--- src/rtl/load_store_unit_pkg.sv ---
// Shared encodings and lane helpers for the load/store unit and its load-data formatter.
package load_store_unit_pkg;

  localparam logic [2:0] FUNCT3_LB  = 3'b000;
  localparam logic [2:0] FUNCT3_LH  = 3'b001;
  localparam logic [2:0] FUNCT3_LW  = 3'b010;
  localparam logic [2:0] FUNCT3_LBU = 3'b100;
  localparam logic [2:0] FUNCT3_LHU = 3'b101;
  localparam logic [2:0] FUNCT3_SB  = 3'b000;
  localparam logic [2:0] FUNCT3_SH  = 3'b001;
  localparam logic [2:0] FUNCT3_SW  = 3'b010;

  localparam logic [3:0] BE_BYTE = 4'b0001;
  localparam logic [3:0] BE_HALF = 4'b0011;
  localparam logic [3:0] BE_WORD = 4'b1111;

  typedef enum logic [1:0] {
    ST_IDLE,
    ST_REQ,
    ST_WAIT_RSP,
    ST_DONE
  } lsu_state_t;

  typedef enum logic [1:0] {
    SZ_BYTE,
    SZ_HALF,
    SZ_WORD
  } access_size_t;

  // Undefined encodings (011, 110, 111) fall through to word accesses.
  function automatic access_size_t access_size(input logic [1:0] f3_lo);
    case (f3_lo)
      2'b00:   return SZ_BYTE;
      2'b01:   return SZ_HALF;
      default: return SZ_WORD;
    endcase
  endfunction

  function automatic logic [3:0] byte_enable(input access_size_t sz, input logic [1:0] off);
    case (sz)
      SZ_BYTE: return BE_BYTE << off;
      SZ_HALF: return BE_HALF << {off[1], 1'b0};
      default: return BE_WORD;
    endcase
  endfunction

  function automatic logic [31:0] lane_replicate(input access_size_t sz, input logic [31:0] d);
    case (sz)
      SZ_BYTE: return {4{d[7:0]}};
      SZ_HALF: return {2{d[15:0]}};
      default: return d;
    endcase
  endfunction

endpackage

--- src/rtl/load_store_unit_load_data_formatter.sv ---
// Aligns a bus word to the accessed byte lane and sign/zero-extends it by funct3.
module load_data_formatter
  import load_store_unit_pkg::*;
(
  input  logic [31:0] i_rdata,
  input  logic [1:0]  i_addr_lo,
  input  logic [2:0]  i_funct3,
  output logic [31:0] o_load_data
);

  logic [31:0] w_shifted;

  assign w_shifted = i_rdata >> {i_addr_lo, 3'b000};

  always_comb begin
    o_load_data = w_shifted;
    case (i_funct3)
      FUNCT3_LB:  o_load_data = {{24{w_shifted[7]}}, w_shifted[7:0]};
      FUNCT3_LH:  o_load_data = {{16{w_shifted[15]}}, w_shifted[15:0]};
      FUNCT3_LBU: o_load_data = {24'd0, w_shifted[7:0]};
      FUNCT3_LHU: o_load_data = {16'd0, w_shifted[15:0]};
      default:    o_load_data = w_shifted;
    endcase
  end

endmodule

--- src/rtl/load_store_unit.sv ---
// Memory-access stage: runs one valid/ready bus transaction per load/store and stalls the core meanwhile.
//   state       | meaning
//   ST_IDLE     | waiting for an access; misaligned accesses fault here without a bus request
//   ST_REQ      | request presented, fields held until i_bus_req_ready
//   ST_WAIT_RSP | read accepted, waiting for i_bus_rsp_valid
//   ST_DONE     | one-cycle commit slot, stall released, load data valid
module load_store_unit
  import load_store_unit_pkg::*;
#(
  parameter int unsigned TIMEOUT_CYCLES = 255
) (
  input  logic        i_clock,
  input  logic        i_reset,
  input  logic        i_data_mem_read_enable,
  input  logic        i_data_mem_write_enable,
  input  logic [2:0]  i_inst_funct3,
  input  logic [31:0] i_address,
  input  logic [31:0] i_store_data,
  output logic [31:0] o_load_data,
  output logic        o_stall,
  output logic        o_misaligned_fault,
  output logic        o_bus_error,
  output logic        o_bus_req_valid,
  input  logic        i_bus_req_ready,
  output logic        o_bus_req_write,
  output logic [31:0] o_bus_addr,
  output logic [3:0]  o_bus_byte_enable,
  output logic [31:0] o_bus_wdata,
  input  logic        i_bus_rsp_valid,
  input  logic [31:0] i_bus_rdata
);

  localparam logic [31:0] TIMEOUT_LAST = 32'(TIMEOUT_CYCLES - 1);

  lsu_state_t  r_state;
  logic [31:0] r_timeout_cnt;
  logic [1:0]  r_addr_lo;
  logic [2:0]  r_funct3;
  logic [31:0] r_rdata;
  logic [1:0]  r_ld_addr_lo;
  logic [2:0]  r_ld_funct3;
  logic        r_bus_req_valid;
  logic        r_bus_req_write;
  logic [31:0] r_bus_addr;
  logic [3:0]  r_bus_byte_enable;
  logic [31:0] r_bus_wdata;

  access_size_t w_size;
  logic w_access, w_is_write, w_misaligned, w_accept, w_busy;
  logic w_completing, w_timeout_hit;

  assign w_access     = i_data_mem_read_enable | i_data_mem_write_enable;
  assign w_is_write   = i_data_mem_write_enable & ~i_data_mem_read_enable;
  assign w_size       = access_size(i_inst_funct3[1:0]);
  assign w_misaligned = ((w_size == SZ_HALF) && i_address[0]) ||
                        ((w_size == SZ_WORD) && (i_address[1:0] != 2'b00));
  assign w_accept     = (r_state == ST_IDLE) && w_access && !w_misaligned;
  assign w_busy       = (r_state == ST_REQ) || (r_state == ST_WAIT_RSP);

  // An accepted read is not complete yet; only a write handshake or a read response finishes.
  assign w_completing  = ((r_state == ST_REQ) && i_bus_req_ready && r_bus_req_write) ||
                         ((r_state == ST_WAIT_RSP) && i_bus_rsp_valid);
  assign w_timeout_hit = (TIMEOUT_CYCLES != 0) && w_busy && (r_timeout_cnt == TIMEOUT_LAST);

  assign o_stall            = w_accept || w_busy;
  assign o_misaligned_fault = (r_state == ST_IDLE) && w_access && w_misaligned;
  assign o_bus_error        = w_timeout_hit && !w_completing;
  assign o_bus_req_valid    = r_bus_req_valid;
  assign o_bus_req_write    = r_bus_req_write;
  assign o_bus_addr         = r_bus_addr;
  assign o_bus_byte_enable  = r_bus_byte_enable;
  assign o_bus_wdata        = r_bus_wdata;

  load_data_formatter u_formatter (
    .i_rdata    (r_rdata),
    .i_addr_lo  (r_ld_addr_lo),
    .i_funct3   (r_ld_funct3),
    .o_load_data(o_load_data)
  );

  always_ff @(posedge i_clock) begin
    if (!i_reset) begin
      r_state           <= ST_IDLE;
      r_timeout_cnt     <= '0;
      r_addr_lo         <= '0;
      r_funct3          <= '0;
      r_rdata           <= '0;
      r_ld_addr_lo      <= '0;
      r_ld_funct3       <= '0;
      r_bus_req_valid   <= 1'b0;
      r_bus_req_write   <= 1'b0;
      r_bus_addr        <= '0;
      r_bus_byte_enable <= '0;
      r_bus_wdata       <= '0;
    end else begin
      if (w_busy) r_timeout_cnt <= r_timeout_cnt + 32'd1;
      else        r_timeout_cnt <= '0;

      case (r_state)
        ST_IDLE: begin
          if (w_accept) begin
            r_addr_lo         <= i_address[1:0];
            r_funct3          <= i_inst_funct3;
            r_bus_req_valid   <= 1'b1;
            r_bus_req_write   <= w_is_write;
            r_bus_addr        <= {i_address[31:2], 2'b00};
            r_bus_byte_enable <= byte_enable(w_size, i_address[1:0]);
            r_bus_wdata       <= lane_replicate(w_size, i_store_data);
            r_state           <= ST_REQ;
          end
        end
        ST_REQ: begin
          if (o_bus_error) begin
            r_bus_req_valid <= 1'b0;
            r_rdata         <= '0;
            r_state         <= ST_DONE;
          end else if (i_bus_req_ready) begin
            r_bus_req_valid <= 1'b0;
            r_state         <= r_bus_req_write ? ST_DONE : ST_WAIT_RSP;
          end
        end
        ST_WAIT_RSP: begin
          if (i_bus_rsp_valid) begin
            r_rdata      <= i_bus_rdata;
            r_ld_addr_lo <= r_addr_lo;
            r_ld_funct3  <= r_funct3;
            r_state      <= ST_DONE;
          end else if (o_bus_error) begin
            r_rdata <= '0;
            r_state <= ST_DONE;
          end
        end
        ST_DONE: r_state <= ST_IDLE;
        default: r_state <= ST_IDLE;
      endcase
    end
  end

endmodule

--- config.mk ---
export PLATFORM = sky130hd
export DESIGN_NAME = load_store_unit
export DESIGN_NICKNAME = d
export VERILOG_FILES = /design/src/rtl/load_store_unit_pkg.sv /design/src/rtl/load_store_unit_load_data_formatter.sv /design/src/rtl/load_store_unit.sv
export SDC_FILE = /design/constraint.sdc
export NUM_CORES = 1
export LEC_CHECK = 0
export BUFFER_PORTS_ARGS = -buffer_cell sky130_fd_sc_hd__clkbuf_2
export CELL_PAD_IN_SITES_DETAIL_PLACEMENT = 0
export CELL_PAD_IN_SITES_GLOBAL_PLACEMENT = 2
export CORE_ASPECT_RATIO = 0.75
export CORE_MARGIN = 2
export CORE_UTILIZATION = 31
export DETAILED_ROUTE_END_ITERATION = 16
export HOLD_SLACK_MARGIN = 0.15
export PLACE_DENSITY_LB_ADDON = 0.2
export REMOVE_ABC_BUFFERS = 1
export SYNTH_ARGS = -nofsm -noshare
export SYNTH_HDL_FRONTEND = slang
export SYNTH_SLANG_ARGS = --single-unit
--- constraint.sdc ---
create_clock -name i_clock -period 5.06 [get_ports i_clock]
set_clock_uncertainty 0.2 [all_clocks]
set_input_delay 0.253 -clock i_clock [delete_from_list [all_inputs] [get_ports i_clock]]
set_output_delay 0.253 -clock i_clock [all_outputs]
set_load 0.01 [all_outputs]
[After elaboration in Yosys (flattened, before gate mapping)]
Cells that the tools add are included.
Word-level totals
  register bits: 144
  bits of input ports: 105
  output and inout port bits: 105
  word-level logic and storage cells: 78
Operators by class
  $add $sub $neg: 1
  equality and inequality tests: 13
  shift-type cells: 3
  multiplexer cells: 18
  bitwise operators: 3
  reduce and logical (&&, ||, !) cells: 28
Operators by type and width (count)
  $pmux W32 S2: 2
  $pmux W32 S4: 1
  $mux W32: 2
  $add A32 B1 Y32 const B: 1
  $eq A32 B8 Y1 const B: 1
  $shr A32 B5 Y32: 1
  $logic_and A1 B1 Y1: 10
  $mux W2: 5
  $pmux W2 S4: 1
  $pmux W4 S2: 1
  $eq A2 B1 Y1 const B: 3
  $eq A2 B2 Y1 const B: 3
  $eq A3 B3 Y1 const B: 2
  $logic_not A2 Y1: 3
  $ne A3 B3 Y1 const B: 2
  $reduce_and A2 Y1: 3
  $reduce_and A3 Y1: 2
  $reduce_bool A2 Y1: 3
  $logic_or A1 B1 Y1: 4
  $mux W1: 4
  $pmux W2 S2: 1
  $shl A1 B2 Y4 const A: 1
  $shl A2 B2 Y4 const A: 1
  $eq A3 B1 Y1 const B: 1
  7 further kinds: 8

[Depth between registers and ports, before layout]
  word-level depth: 9
  mapped depth: 9
  gate-level depth less buffers: 8

[Hierarchy]
From an unflattened synthesis, not the netlist that was laid out.
Second synthesis, totals
  cell total of the unflattened synthesis: 780
  area, all modules: 6503.7 µm²
By module, submodules not included
  load_store_unit: times used 1, cells an instance 673, area an instance 5809.3 µm², sequential area each 2882.8 µm²
  load_data_formatter: times used 1, cells an instance 107, area an instance 694.4 µm², sequential area each 0.0 µm²

[Worst setup path after synthesis]
No wires, ideal clock.
  kind: register to register
  start point: reg r_state[1]
  end point: reg r_rdata[10]
  library setup time: 117 ps
  data arrival time: 2236 ps
  data required time: 4743 ps
  path slack: 2507 ps
  stages on the path, launching flop included: 10
  buffers on the path: 1
  path through: dfxtp_1 > inv_1 > ha_1 > nor4b_1 > nand2_1 > or4_4 > clkinv_2 > o21ai_4 > buf_6 > a32o_1
On the way
  elaborated cells on any way between the ends: 14
  classes of those cells: 2 x eq/ne; 3 x mux; 9 x reduce/logical
RTL lines
  start, declared: line load_store_unit.sv:35  | lsu_state_t r_state;
  start signal, assigned: line load_store_unit.sv:119  | r_state <= r_bus_req_write ? ST_DONE : ST_WAIT_RSP;
  $eq A2 B1 Y1 or $eq A2 B2 Y1 (tied branches): line load_store_unit.sv:58  | assign w_busy = (r_state == ST_REQ) || (r_state == ST_WAIT_RSP);
  $logic_or A1 B1 Y1 (*): line load_store_unit.sv:58
  via w_busy: line load_store_unit.sv:49  | logic w_access, w_is_write, w_misaligned, w_accept, w_busy;
  $logic_and A1 B1 Y1 (*): line load_store_unit.sv:63  | assign w_timeout_hit = (TIMEOUT_CYCLES != 0) && w_busy && (r_timeout_cnt == TIMEOUT_LAST);
  $logic_and A1 B1 Y1 (*): line load_store_unit.sv:67  | assign o_bus_error = w_timeout_hit && !w_completing;
  via o_bus_error: line load_store_unit.sv:22  | output logic o_bus_error,
  $mux W32 (*)
  $mux W32
  $pmux W32 S2 (*): line load_store_unit.sv:99  | case (r_state)
  end signal, assigned: line load_store_unit.sv:124  | r_rdata <= i_bus_rdata;
  end, declared: line load_store_unit.sv:39  | logic [31:0] r_rdata;
Mark *: on every way through the listed nets, which the timed path passes. The rest lies on a longest branch.
A chain may end at the register's enable or synchronous reset.

[Worst setup path after layout]
  start point: reg r_ld_addr_lo[1]
  end point: out o_load_data[23]
On the way
  longest elaborated chain between the ends: 2
Ends and longest elaborated chain
  start, declared: line load_store_unit.sv:40  | logic [1:0] r_ld_addr_lo;
  start signal, assigned: line load_store_unit.sv:125  | r_ld_addr_lo <= r_addr_lo;
  $shr A32 B5 Y32: line load_store_unit_load_data_formatter.sv:13  | assign w_shifted = i_rdata >> {i_addr_lo, 3'b000};
  $pmux W32 S4: line load_store_unit_load_data_formatter.sv:17  | case (i_funct3)
  end, declared: line load_store_unit.sv:19  | output logic [31:0] o_load_data,
Every way passes these cells.

==> metrics.yaml <==
worst_setup_path:
  critPathLaunchType: "flip-flop"
  crit_family: "flip-flops"
  crit_buf_inv: 3
  critPathRequiredTime_ns: 4.61
  critPathCaptureType: "output pin"
  cp.depth: 8
  worstSetupPathType: "reg2out"
  crit_fanout: 18
  r2r_start: "r_state[1]"
  slowest_stage: "dfxtp_1"
  crit_chain: "buf_4, nor2b_1, a211oi_1, a21oi_1, o211ai_1, buf_4, o21ai_0, clkbuf_2"
  r2r_end: "r_rdata[16]"
  worstRegToRegCells: 8
  cp.arrival_ns: 2.71
  max_stage_delay_ns: 0.79
  crit_path_frequent_cell: "buf_4"
  ff2ff_setup_slack_ns: 2.14
clock_tree:
  clockBufferDepth: 2
  clkSlewWorstSetupHoldPaths_ns: 0.06
  tritoncts: "built"
  clock_latency_ns: 0.41
  cts-root-buf: "clkbuf_16"
  clkSinkCount: 144
  post-cts-setup-buffer-count: 0
  htreeDepth: 4
  cts_buffers: 17
global_routing:
  overflow: 0
  first_global_vias: 6082
  antenna_found_initial: 0
  grt_max_degree: 67
  track_usage: 0.181
  grt_pass1_wl_mm: 31.6
sta:
  setup_viol: 0
  relSlewSlack: 0.352
  rsz0062_at_grt: "no"
  setup_tns_ns: 0
  holdWs_ns: 0.198
  worst_pin_slew_ns: 0.969
  drv_slew: 0
  hold_viol: 0
  fmax_ghz: 0.316
  fin_crit_ns: 3.16
  period_share: 0.625
power:
  p_int_w: 0.00230
  power.switching_w: 0.00110
  seqPwrFrac: 0.395
  p_leak_nw: 3.77
  powerDensity_mw_per_mm2: 368
  switching_share: 0.323
  combPwrFrac: 0.256
  pwr-share-clk: 0.349
  peakVddDrop_v: 0.000176
place:
  port_buffers: 207
  dp_hpwl_mm: 12.7
  place_congestion: 0.753
floorplan:
  fp.dieArea_mm2: 0.0220
  core_area_mm2: 0.0203
  die_y_um: 129
  io_pins: 210
  rows: 45
  die_w_um: 170
  initial_core_util: 0.317
drt:
  drt-wirelength-per-cell_um: 14.6
  num_vias: 6405
  avgViaCountPerCell: 4.75
  first_iter_violations: 391
  ant_nets: 0
  firstDrtPassIters: 7
  detail_route.wirelength_mm: 19.7
  drc: 0
final_layout:
  nets: 1165
  fin_util: 0.455
  area_growth_pct: 43.6
  drive_above_1_share: 0.245
  antenna-diode-count: 0
min_path:
  hold_start: "i_bus_rsp_valid"
  worstHoldEndpoint: "r_ld_funct3[2]"
  hp-class: "in2reg"
  min_path_cells: 4
logic_synthesis:
  yosys-top-cells-area: "dfxtp_1 45%, nand2_1 9.8%, a21oi_1 5.6%, a32o_1 5.0%, mux2i_1 5.0%"
  synth-main-ff-cell: "dfxtp_1"
  async_reset_ff_frac: 0
  synth_edf_count: 0
  ys_seq_area_frac: 0.447
  synth_top_area_share: 0.447
  ys_seq_elements: 144
  yosys.area.top_type: "dfxtp_1"
  syn_area_mm2: 0.00644
  ys_types: 51
  syn_avg_cell_area_um2: 8.34
  synth_warnings: 0
  synthCells: 773
flow_run:
  max_cap_violations: 0
outcome:
  status: "finished clean"
[per-layer routing]
metal,share of wire,track usage,vias up
met5,0,0,-
met4,0.0088,0.0458,0
met3,0.054,0.0412,12
met2,0.43,0.281,159
met1,0.50,0.254,2938
li1,-,-,3296
[worst register-to-register path: stages (launching register included)]
cell and delay, ns:
dfxtp_1 0.36, inv_1 0.10, ha_1 0.45, nor4b_1 0.26
nand2_1 0.15, or4_4 0.56, clkinv_2 0.09, o21ai_4 0.25
a32o_1 0.39
[repair_timing]
action	4_1_cts	5_1_grt
hold buffers	100	0
endpoints found under the hold margin	103	0
gates resized for setup	0	0
[placed cells by master (no fill, tap or decap), drive strengths merged, types with 9 or more instances in the layout]
cell           n
dlygate4sd3  100
a32o          32
inv            9
nand3         14
a211oi        21
nor2          61
nor2b          9
xor2          11
o21ai         36
xnor2         16
dfxtp        144
buf           11
mux2i         32
nor3          12
a21oi         72
clkbuf       226
nand2        168
[logic make-up after synthesis]
family                     Yosys count  synth area share
buffers and inverters               66            0.0435
muxes                               32            0.0497
xor gates and xnor gates            27            0.0367
AOI/OAI and AO/OA                  191             0.199
other                                1          0.000582
adders and majority gates            6            0.0116
DFF                                144             0.447
and+or+nand+nor                    306             0.211
[power by group through the flow]
stage	combinational, W	clock (W)	sequential, W
2_1_floorplan	0.000421	0	0.00141
3_3_place_gp	0.000828	0	0.00137
3_5_place_dp	0.000820	0	0.00137
4_1_cts	0.000886	0.00123	0.00134
5_1_grt	0.000979	0.00128	0.00136
6_report	0.000872	0.00119	0.00134
[through the flow]
step	setup WS, ns	power [W]	cells	area (µm²)
finish	1.90	0.00340	1349	9260
CTS	1.88	0.00346	1349	9260
global placement	2.11	0.00219	1217	7700
global route	1.61	0.00362	1349	9260
detailed placement	2.05	0.00219	1217	7700
floorplan	1.50	0.00183	717	6200
[Yosys cell counts, drive strengths merged (2+ instances only)]
master / number
nand2: 168
nand3: 14
clkbuf: 45
mux2i: 32
nor4: 8
xnor2: 16
a311oi: 8
o21a: 2
buf: 12
nor2: 61
and4: 4
dfxtp: 144
a32o: 32
o21ai: 36
o221ai: 2
nand3b: 2
a211oi: 21
xor2: 11
nor4b: 5
and2: 3
nor2b: 9
ha: 6
nor3: 12
nand2b: 3
inv: 8
nand4: 8
o22a: 8
and3: 4
a21oi: 72
or3: 2
a31oi: 2
[flip-flops by register name, indices dropped and copies added, names as in the netlist]
name and count:
r_state 2, r_funct3 3, o_bus_req_write 1, r_rdata 32, r_timeout_cnt 32, o_bus_req_valid 1, o_bus_addr 30, r_ld_funct3 3
r_ld_addr_lo 2, o_bus_byte_enable 4, o_bus_wdata 32, r_addr_lo 2
[layout make-up]
class,instances,area (µm²)
clock inverters,13,115
multi-input cells,564,3310
flip-flops and latches,144,2880
repair buffers,318,2120
well taps,282,353
clock buffers,19,443
fillers,2056,11100
inverters,9,35.0
[worst max-delay path by stage]
stage	slack, ns	start	end
after global placement	2.11	i_inst_funct3[0]	o_bus_wdata[9]
final	1.90	r_ld_addr_lo[1]	o_load_data[23]
after floorplan	1.50	i_address[0]	r_state[1]
after global routing	1.61	r_ld_addr_lo[1]	o_load_data[23]
after detailed placement	2.05	i_inst_funct3[0]	o_bus_wdata[9]
after CTS	1.88	r_ld_addr_lo[1]	o_load_data[23]
Note: power is estimated with default switching activity, not from simulation.
